`config.mk`:
```
export PLATFORM = sky130hd
export DESIGN_NAME = ps2_key_gen
export DESIGN_NICKNAME = d
export VERILOG_FILES = /design/src/rtl/ps2_pkg.sv /design/src/rtl/ps2_line_filter.sv /design/src/rtl/ps2_key_gen.sv
export SDC_FILE = /design/constraint.sdc
export NUM_CORES = 1
export LEC_CHECK = 0
export CAP_MARGIN = 20
export CELL_PAD_IN_SITES_DETAIL_PLACEMENT = 1
export CELL_PAD_IN_SITES_GLOBAL_PLACEMENT = 2
export CORE_MARGIN = 2
export CORE_UTILIZATION = 40
export DETAILED_ROUTE_END_ITERATION = 6
export PLACE_DENSITY_LB_ADDON = 0.08
export SYNTH_ARGS = -nofsm -noshare
export SYNTH_HDL_FRONTEND = slang
export SYNTH_SLANG_ARGS = --single-unit
```
`constraint.sdc`:
```
create_clock -name clk_sys -period 5.6 [get_ports clk_sys]
set_clock_uncertainty 0.15 [all_clocks]
set_input_delay 1.12 -clock clk_sys [delete_from_list [all_inputs] [get_ports clk_sys]]
set_output_delay 1.12 -clock clk_sys [all_outputs]
set_load 0.03 [all_outputs]
```
`src/rtl/ps2_pkg.sv`:
```
// Shared types and constants for the PS/2 keyboard receiver.
package ps2_pkg;

    typedef enum logic [1:0] {
        IDLE   = 2'd0,
        DATA   = 2'd1,
        PARITY = 2'd2,
        STOP   = 2'd3
    } ps2_state_e;

    localparam logic [7:0] E0 = 8'hE0;
    localparam logic [7:0] F0 = 8'hF0;
    localparam logic [7:0] E1 = 8'hE1;

    localparam int TIMEOUT_W = 16;
    localparam int FILTER_W  = 8;

    // E1 (pause key) is followed by seven bytes that carry no key event
    localparam logic [2:0] E1_SKIP = 3'd7;

endpackage

```
`src/rtl/ps2_line_filter.sv`:
```
// Two-flop synchronizer followed by a level filter: the output only follows
// the line after FILTER consecutive samples that disagree with it.
module ps2_line_filter
    import ps2_pkg::*;
#(
    parameter int FILTER = 8
) (
    input  logic clk_sys,
    input  logic reset_n,
    input  logic line_in,
    output logic level_out
);

    logic                sync1_q, sync2_q, level_q;
    logic [FILTER_W-1:0] cnt_q;

    always_ff @(posedge clk_sys) begin
        if (!reset_n) begin
            sync1_q <= 1'b1;
            sync2_q <= 1'b1;
            level_q <= 1'b1;
            cnt_q   <= '0;
        end else begin
            sync1_q <= line_in;
            sync2_q <= sync1_q;
            if (sync2_q == level_q) begin
                cnt_q <= '0;
            end else if (cnt_q == FILTER_W'(FILTER - 1)) begin
                level_q <= sync2_q;
                cnt_q   <= '0;
            end else begin
                cnt_q <= cnt_q + 1'b1;
            end
        end
    end

    assign level_out = level_q;

endmodule

```
`src/rtl/ps2_key_gen.sv`:
```
// PS/2 keyboard receiver: frames bytes off the filtered lines and folds the
// E0/F0/E1 prefixes into an 11-bit key event word.
module ps2_key_gen
    import ps2_pkg::*;
#(
    parameter int FILTER  = 8,
    parameter int TIMEOUT = 4000
) (
    input  logic        clk_sys,
    input  logic        reset_n,
    input  logic        ps2_clk_in,
    input  logic        ps2_data_in,
    output logic [10:0] ps2_key,
    output logic        frame_err,
    output logic        busy
);

    logic clk_lvl, dat_lvl, clk_prev_q, strobe;

    ps2_line_filter #(.FILTER(FILTER)) u_clk_filt (
        .clk_sys  (clk_sys),
        .reset_n  (reset_n),
        .line_in  (ps2_clk_in),
        .level_out(clk_lvl)
    );

    ps2_line_filter #(.FILTER(FILTER)) u_dat_filt (
        .clk_sys  (clk_sys),
        .reset_n  (reset_n),
        .line_in  (ps2_data_in),
        .level_out(dat_lvl)
    );

    assign strobe = clk_prev_q & ~clk_lvl;

    ps2_state_e           state_q, state_d;
    logic [7:0]           shift_q, shift_d;
    logic [2:0]           bitcnt_q, bitcnt_d;
    logic                 par_q, par_d;
    logic [TIMEOUT_W-1:0] tmo_q, tmo_d;
    logic                 byte_vld_q, byte_vld_d;
    logic                 err_q, err_d;
    logic                 busy_q, busy_d;

    always_comb begin
        state_d    = state_q;
        shift_d    = shift_q;
        bitcnt_d   = bitcnt_q;
        par_d      = par_q;
        tmo_d      = tmo_q;
        byte_vld_d = 1'b0;
        err_d      = 1'b0;
        if (state_q == IDLE) begin
            tmo_d = '0;
            if (strobe && !dat_lvl) begin
                state_d  = DATA;
                bitcnt_d = '0;
            end
        end else if (strobe) begin
            tmo_d = '0;
            case (state_q)
                DATA: begin
                    shift_d  = {dat_lvl, shift_q[7:1]};
                    bitcnt_d = bitcnt_q + 1'b1;
                    if (bitcnt_q == 3'd7) state_d = PARITY;
                end
                PARITY: begin
                    par_d   = dat_lvl;
                    state_d = STOP;
                end
                default: begin
                    state_d = IDLE;
                    if ((^{shift_q, par_q}) && dat_lvl) byte_vld_d = 1'b1;
                    else                                err_d      = 1'b1;
                end
            endcase
        end else if (tmo_q == TIMEOUT_W'(TIMEOUT - 1)) begin
            // a strobe on the expiry cycle is handled above, so it wins
            state_d = IDLE;
            tmo_d   = '0;
            err_d   = 1'b1;
        end else begin
            tmo_d = tmo_q + 1'b1;
        end
        busy_d = (state_d != IDLE);
    end

    always_ff @(posedge clk_sys) begin
        if (!reset_n) begin
            clk_prev_q <= 1'b1;
            state_q    <= IDLE;
            shift_q    <= '0;
            bitcnt_q   <= '0;
            par_q      <= 1'b0;
            tmo_q      <= '0;
            byte_vld_q <= 1'b0;
            err_q      <= 1'b0;
            busy_q     <= 1'b0;
        end else begin
            clk_prev_q <= clk_lvl;
            state_q    <= state_d;
            shift_q    <= shift_d;
            bitcnt_q   <= bitcnt_d;
            par_q      <= par_d;
            tmo_q      <= tmo_d;
            byte_vld_q <= byte_vld_d;
            err_q      <= err_d;
            busy_q     <= busy_d;
        end
    end

    // Prefix decoder: runs one cycle after the frame completes
    logic [10:0] key_q, key_d;
    logic        ext_q, ext_d, rel_q, rel_d;
    logic [2:0]  skip_q, skip_d;

    always_comb begin
        key_d  = key_q;
        ext_d  = ext_q;
        rel_d  = rel_q;
        skip_d = skip_q;
        if (err_q) begin
            ext_d  = 1'b0;
            rel_d  = 1'b0;
            skip_d = '0;
        end else if (byte_vld_q) begin
            if (skip_q != '0) begin
                skip_d = skip_q - 1'b1;
            end else if (shift_q == E0) begin
                ext_d = 1'b1;
            end else if (shift_q == F0) begin
                rel_d = 1'b1;
            end else if (shift_q == E1) begin
                skip_d = E1_SKIP;
            end else begin
                key_d = {~key_q[10], ~rel_q, ext_q, shift_q};
                ext_d = 1'b0;
                rel_d = 1'b0;
            end
        end
    end

    always_ff @(posedge clk_sys) begin
        if (!reset_n) begin
            key_q  <= '0;
            ext_q  <= 1'b0;
            rel_q  <= 1'b0;
            skip_q <= '0;
        end else begin
            key_q  <= key_d;
            ext_q  <= ext_d;
            rel_q  <= rel_d;
            skip_q <= skip_d;
        end
    end

    assign ps2_key   = key_q;
    assign frame_err = err_q;
    assign busy      = busy_q;

endmodule
```
Yosys cells after proc, flatten, opt, wreduce, memory -nomap -nowiden. Cells that the tools add are included.

Register bits: 72. Input bits: 4. Output and inout port bits: 13.

Bitwise operators: 14. Reduce and logical (&&, ||, !) cells: 26. $add $sub $neg: 5. Eq/ne operators: 17. Mux-type cells: 23.

Operators by type and width (number): 8-bit == test (second input constant) (3); 3-bit two-way mux (8); 16-bit by 1-bit adder with 16-bit output (second input constant) (1); 8-bit by 1-bit adder with 8-bit output (second input constant) (2); 16-bit by 12-bit == test with 1-bit output (second input constant) (1); 8-bit by 3-bit == test with 1-bit output (second input constant) (2); 1-bit NOT (13); 4-bit AND reduction (3); 2-bit two-way mux (5); 2-bit != test (second input constant) (5); 1-bit two-way mux (9); 3-bit AND reduction (3); 9-bit parity (1); 2-bit nonzero test (4); 6-bit AND reduction (1); 2-bit OR reduction (3); 3-bit OR reduction (2); 5-bit OR reduction (1); 2-bit case mux with 2 select lines (1); 2-bit AND reduction (2); 4-bit OR reduction (1); 3-bit by 1-bit adder with 3-bit output (second input constant) (1); 3-bit == test (second input constant) (1); 3-bit nonzero test (1); other kinds (9) (11).

Depth between registers and ports, before layout. Gate-level depths: netlist of the first run.

Depth in word-level cells: 6. Mapped depth: 8.

Cells and area by module. A second synthesis of the first run with hierarchy kept.

Cells, all modules: 352. Area total of the unflattened synthesis: 3185.6 µm².

Modules (own cells, without submodules): ps2_key_gen (seq. area each 1001.0 µm², area each 2312.2 µm², instances 1, cells each 261); ps2_line_filter at u_clk_filt (seq. area each 220.2 µm², area each 437.9 µm², instances 1, cells each 44); ps2_line_filter at u_dat_filt (seq. area each 220.2 µm², area each 435.4 µm², instances 1, cells each 47).

Worst setup path after synthesis of the first run. OpenSTA, ideal clock, no wires.

Kind: input port to flip-flop. From: in reset_n. To: reg tmo_q[11]. Arrival time: 2.207 ns. Buffers on the path: 3. Data required time: 5.386 ns. Stages: 7. Path slack: 3.179 ns. Library setup time: 0.064 ns. Path through: clkbuf_1 or2b_2 nor2_1 nand2b_1 buf_6 buf_12 nor2_1.

Cells in the longest elaborated chain, start to end: 2.

Ends and longest elaborated chain: start: declaration (RTL line ps2_key_gen.sv:10) `input logic reset_n,`; 1-bit NOT (no line); 4-bit OR reduction (no line); end signal: assignment (RTL line ps2_key_gen.sv:105) `tmo_q <= tmo_d;`; end: declaration (RTL line ps2_key_gen.sv:40) `logic [TIMEOUT_W-1:0] tmo_q, tmo_d;`.

No other way between the ends. A chain may end at the register's enable or synchronous reset.

Worst setup path in the final report of the first run.
From: in reset_n. To: reg tmo_q[14].

Same word-level chain as after synthesis.

==> results of run 1 <==
==> where the power goes <==
group	switching, µW	internal (µW)
registers	0.785	513
logic	5.86	5.78
clock network	206	162
total	213	681
==> state kept, by name, summed over array words and instances, names as in the netlist, 2 cells and up <==
register	count
bitcnt_q	3
ps2_key	11
shift_q	8
skip_q	3
state_q	2
tmo_q	16
u_clk_filt.cnt_q	8
u_dat_filt.cnt_q	8
==> cell families (layout without fill, tap and decap cells) <==
logic type                 after synthesis  count (layout)  synth area share
and+or+nand+nor                        165             165             0.272
DFF                                     72              72             0.438
AOI/OAI and AO/OA                       40              40            0.0824
xor gates and xnor gates                31              31            0.0908
buffers and inverters                   27              45            0.0403
muxes                                   13              13            0.0395
adders and majority gates               10              10            0.0380
==> critical path: cells and delay by family <==
family	cells	cell delay (ns)
buffers and inverters	2	0.77
AO/OA/AOI/OAI	1	0.24
AND/OR/NAND/NOR	3	0.85
==> cell type report <==
class                   instances  share of cell area
flip-flops and latches         72               0.391
repair buffers                 18              0.0476
multi-input cells             259               0.467
clock inverters                 6              0.0122
clock buffers                  10              0.0347
well taps                     105              0.0357
inverters                      11              0.0112
==> layer usage <==
metal	up-vias	wire [µm]	part of all wire	global-route usage
li1	1246	-	-	-
met4	0	107	0.017	0.0519
met2	22	3000	0.47	0.270
met1	1166	3150	0.49	0.199
met5	-	0	0	0
met3	9	184	0.029	0.0487
==> final timing paths <==
kind,from,to,slack [ns],cells after the start
worst max-delay path,reset_n,tmo_q[14]$_SDFF_PP0_,2.72,6
worst min-delay path,u_dat_filt.sync1_q$_SDFF_PN1_,u_dat_filt.sync2_q$_SDFF_PN1_,0.27,1
worst max register to register,state_q[0]$_SDFF_PN0_,shift_q[6]$_SDFFE_PN0P_,3.44,6
worst min register to register,u_dat_filt.sync1_q$_SDFF_PN1_,u_dat_filt.sync2_q$_SDFF_PN1_,0.27,1
==> metrics by stage <==
step	cells	worst slack [ns]	area, µm²
global placement	465	2.37	3510
finish	481	2.72	3680
CTS	481	2.67	3680
global route	481	2.50	3680
floorplan	358	3.18	3290
detailed placement	465	2.30	3510
==> synthesized netlist by cell type, drive strengths merged, types with 2 or more instances <==
cell type,instances
a21boi,11
a21oi,7
a311oi,3
and2,7
and3,8
buf,6
clkbuf,10
dfxtp,72
ha,10
inv,11
mux2i,13
nand2,36
nand2b,8
nand3,18
nand4,4
nand4b,3
nor2,35
nor2b,13
nor3,6
nor3b,2
nor4,5
o211ai,4
o21a,2
o21ai,10
or2,4
or3,3
or4,4
xnor2,10
xnor3,2
xor2,19
==> qor.yml, run 1 <==
global_routing:
  grt_pass1_vias: 2461
  grtUsageTotal: 0.161
  grt_first_pass_wirelength_um: 11400
  grt_max_degree: 38
  overflow: 0
  antenna_found_initial: 0
sta:
  final-max-slew-violation-count: 0
  setup_viol: 0
  worst_pin_slew_ns: 0.622
  rsz0062_at_grt: "false"
  fmaxAchievable_mhz: 347
  tns_ns: 0
  slew_headroom: 0.585
  hold_viol: 0
  layout_min_cycle_time_ns: 2.88
  holdWs_ns: 0.265
  fin_crit_sh: 0.514
critical_path:
  cp_cell_sequence: "clkdlybuf4s50_1, buf_4, or2b_2, nor2_1, nand2b_1, a21oi_1"
  critPathSlowestCell: "clkdlybuf4s50_1"
  arrival_ns: 2.99
  path_class: "in -> reg"
  max_stage_delay_ns: 0.46
  cp_max_fo: 37
  worst_setup_path_end_kind: "flop"
  cp.required_ns: 5.71
  start_kind: "input port"
yosys:
  synth-seq-area-share: 0.438
  synth_async_sr_flop_share: 0
  synth-edff-count: 0
  yosys_warnings: 0
  synth_seq_cells: 72
  synth.avg_cell_area_um2: 9.20
  syn_inst: 358
  synth_largest_area_cell: "dfxtp_1"
  synth_top_area_frac: 0.438
  netlist-cell-type-count: 52
  synth_fp_nets: 372
  synth.area.top_cells: "dfxtp_1, xor2_1, nand2_1"
  netlist_area_um2: 3290
  synth_flop_cell: "dfxtp_1"
cts:
  cts_root_buf: "clkbuf_8"
  clk_pin_slew_ns: 0.08
  clock_path_buffers: 2
  cts_resized: 0
  cts.sinks: 72
  clk_latency_ns: 0.35
  cts_tree: "built"
  cts-buffers-inserted: 9
  cts_max_level: 3
  postCtsSetupBuffers: 0
  hold_buffers: 0
pwr:
  finalPower_uw: 894
  max-vdd-ir-drop_uv: 162
  p_leak_uw: 0.00124
  powerDensity_nw_per_um2: 243
die:
  die_w_um: 94.8
  initial_core_util: 0.407
  dieArea_um2: 8980
  pin_count: 17
  core_area_um2: 8090
  rows: 33
  die_height_um: 94.8
finish:
  post-route-util: 0.455
  layout-drive-gt1-share: 0.0824
  num_antenna_cells: 0
  fill_cells: 974
  areaGrowthSynthToFinish_pct: 11.8
  final_nets: 385
  multi_input_area_um2: 1720
  final_cell_mix: "dfxtp_1, nand2_1, nor2_1"
  final_common_cell: "dfxtp_1"
  regArea_um2: 1440
flow_run:
  cap_violations: 0
detailed_routing:
  num_vias: 2443
  viasPerCell: 5.08
  drc: 0
  wl_um: 6440
  firstDrtPassIters: 4
  ant_nets: 0
  first_iter_violations: 46
  wl_per_cell_um: 13.4
placed_design:
  gp_congestion: 0.725
  dp.final_hpwl_um: 4470
  io_buffers: 16
status:
  status: "complete, no violations"
hold_path:
  min_path_type: "reg -> reg"
Power figures use the tool's default switching activity.
==> run 2, diff against run 1 <==
- CORE_UTILIZATION: 40 -> 34
- clock period: 5.6 -> 2.3 ns (I/O delays scaled with it)
==> run 2 against run 1 <==
  * First-iteration DRC count fell by 33%
  * Critical path depth down 5
  * Combinational power grew to 2.7 times the previous value
  * Power rose to 2.8 times the previous value
  * Routed wire length is 3.4% higher
  * Worst hold slack improved by 0.0086 ns
  * Non-clock buffer count grew 4
  * Core utilization shrank 4.6 points
  * Worst setup slack worse by 2.5 ns
  * Critical path type is now reg -> out
  * Highest routed layer unchanged
==> qor.yml, run 2 (synthesized netlist as in run 1, its figures left out) <==
cts:
  cts_max_level: 3  # unchanged
  clock_path_buffers: 2  # unchanged
  cts_root_buf: "clkbuf_8"  # unchanged
  cts_tree: "built"  # unchanged
  cts-buffers-inserted: 9  # unchanged
  cts.sinks: 72  # unchanged
  postCtsSetupBuffers: 0  # unchanged
  clk_latency_ns: 0.35  # about the same
  hold_buffers: 0  # unchanged
  cts_resized: 0  # unchanged
  clk_pin_slew_ns: 0.08  # about the same
flow_run:
  cap_violations: 0  # unchanged
global_routing:
  gr-usage-met1: 0.181  # was 0.199
  busiest_layer: "met2"  # unchanged
  overflow: 0  # unchanged
  grt_use_met3: 0.0369  # was 0.0487
  antenna_found_initial: 0  # unchanged
  grtUsageTotal: 0.144  # was 0.161
  grt_first_pass_wirelength_um: 11800  # was 11400 µm
  grt_max_degree: 28  # was 38
  grt_pass1_vias: 2541  # was 2461
  use_met2: 0.235  # was 0.270
pwr:
  powerDensity_nw_per_um2: 660  # was 243 nW/µm²
  finalPower_uw: 2520  # was 894 µW
  max-vdd-ir-drop_uv: 279  # was 162 µV
  p_leak_uw: 0.00130  # was 0.00124 µW
  power_frac_clock: 0.491  # was 0.412
  intPower_uw: 2020  # was 681 µW
  switchingPower_uw: 503  # was 213 µW
  power.share.sequential: 0.497  # was 0.575
  sw_frac_of_total: 0.200  # was 0.238
  comb_power_share: 0.012  # was 0.013
finish:
  top_register: "tmo_q"  # unchanged
  num_antenna_cells: 0  # unchanged
  largest_reg_flops: 16  # unchanged
  fill_cells: 1090  # was 974
  areaGrowthSynthToFinish_pct: 15.8  # was 11.8%
  final_cells: 509  # was 481
  post-route-util: 0.409  # was 0.455
  final_common_cell: "dfxtp_1"  # unchanged
  layout-drive-gt1-share: 0.0921  # was 0.0824
  final_cell_mix: "dfxtp_1, nand2_1, nor2_1"  # unchanged
  final_nets: 389  # was 385
critical_path:
  cp_cell_sequence: "clkdlybuf4s50_1"  # was clkdlybuf4s50_1, buf_4, or2b_2, nor2_1, nand2b_1, a21oi_1
  arrival_ns: 1.44  # was 2.99 ns
  crit_buf_inv: 1  # was 2
  start_kind: "flop"  # was input port
  crit_family: "buffers and inverters"  # was simple AND/OR/NAND/NOR gates
  max_stage_delay_ns: 0.70  # was 0.46 ns
  critPathSlowestCell: "clkdlybuf4s50_1"  # unchanged
  cp_max_fo: 3  # was 37
  cp.required_ns: 1.69  # was 5.71 ns
  worst_setup_path_end_kind: "primary output"  # was flop
  path_class: "reg -> out"  # was in -> reg
sta:
  tns_ns: 0  # unchanged
  slew_headroom: 0.711  # was 0.585
  fin_crit_sh: 0.893
  fmaxAchievable_mhz: 487
  rsz0062_at_grt: "false"  # unchanged
  holdWs_ns: 0.274  # was 0.265 ns
  layout_min_cycle_time_ns: 2.05
  final-max-slew-violation-count: 0  # unchanged
  worst_pin_slew_ns: 0.432  # was 0.622 ns
  setup_viol: 0  # unchanged
  hold_viol: 0  # unchanged
placed_design:
  io_buffers: 16  # unchanged
  gp_congestion: 0.745  # was 0.725
  dp.cells: 493  # was 465
  dp.final_hpwl_um: 4740  # was 4470 µm
detailed_routing:
  wl_um: 6660  # was 6440 µm
  drc: 0  # unchanged
  ant_nets: 0  # unchanged
  wl_per_cell_um: 13.1  # was 13.4 µm
  firstDrtPassIters: 4  # unchanged
  num_vias: 2473  # was 2443
  viasPerCell: 4.86  # was 5.08
  first_iter_violations: 31  # was 46
die:
  initial_core_util: 0.353  # was 0.407
  die_w_um: 102  # was 94.8 µm
  core_area_um2: 9330  # was 8090 µm²
  rows: 35  # was 33
  dieArea_um2: 10500  # was 8980 µm²
  die_height_um: 102  # was 94.8 µm
  pin_count: 17  # unchanged
hold_path:
  min_path_type: "reg -> reg"  # unchanged
status:
  status: "complete, no violations"  # unchanged
[run 2: cell count changes in the layout (fill, tap and decap cells not counted)]
cell and delta:
buf_4 +4, bufinv_16 +3, clkinvlp_4 -3, clkbuf_8 +1, inv_6 -1
[run 2: stage by stage]
stage	setup WS (ns)	cell area, µm²
2_1_floorplan	0.518	3290
3_3_place_gp	0.298	3570
3_5_place_dp	0.240	3570
4_1_cts	0.206	3810
5_1_grt	0.0521	3810
6_report	0.246	3810
[run 2: path summary, 6_finish.rpt]
kind,startpoint,to,slack [ns],depth (start not counted)
max,frame_err$_SDFF_PP0_,frame_err,0.25,1
min,u_dat_filt.sync1_q$_SDFF_PN1_,u_dat_filt.sync2_q$_SDFF_PN1_,0.27,1
max reg2reg,state_q[0]$_SDFF_PN0_,shift_q[7]$_SDFFE_PN0P_,0.31,6
min reg2reg,u_dat_filt.sync1_q$_SDFF_PN1_,u_dat_filt.sync2_q$_SDFF_PN1_,0.27,1
[run 2: power groups by stage]
stage	sequential, µW	combinational [µW]	clock [µW]
3_5_place_dp	1280	32.3	0
5_1_grt	1250	34.9	1340
6_report	1250	30.8	1240
3_3_place_gp	1280	31.9	0
2_1_floorplan	1280	19.2	0
4_1_cts	1250	32.3	1290
[run 2: final cells by class]
| cell class | count | area (µm²) | share of cell area |
|---|---|---|---|
| clock inverters | 5 | 104 | 0.0272 |
| clock buffers | 11 | 141 | 0.0371 |
| well taps | 129 | 161 | 0.0423 |
| repair buffers | 22 | 205 | 0.0538 |
| inverters | 11 | 41.3 | 0.0108 |
| flip-flops and latches | 72 | 1440 | 0.378 |
| multi-input cells | 259 | 1720 | 0.451 |
[run 2: layer usage]
layer	vias up	wire, µm	share of wire
met5	-	0	0
met4	0	125	0.019
met3	10	151	0.023
met2	21	3020	0.45
met1	1190	3370	0.51
li1	1252	-	-
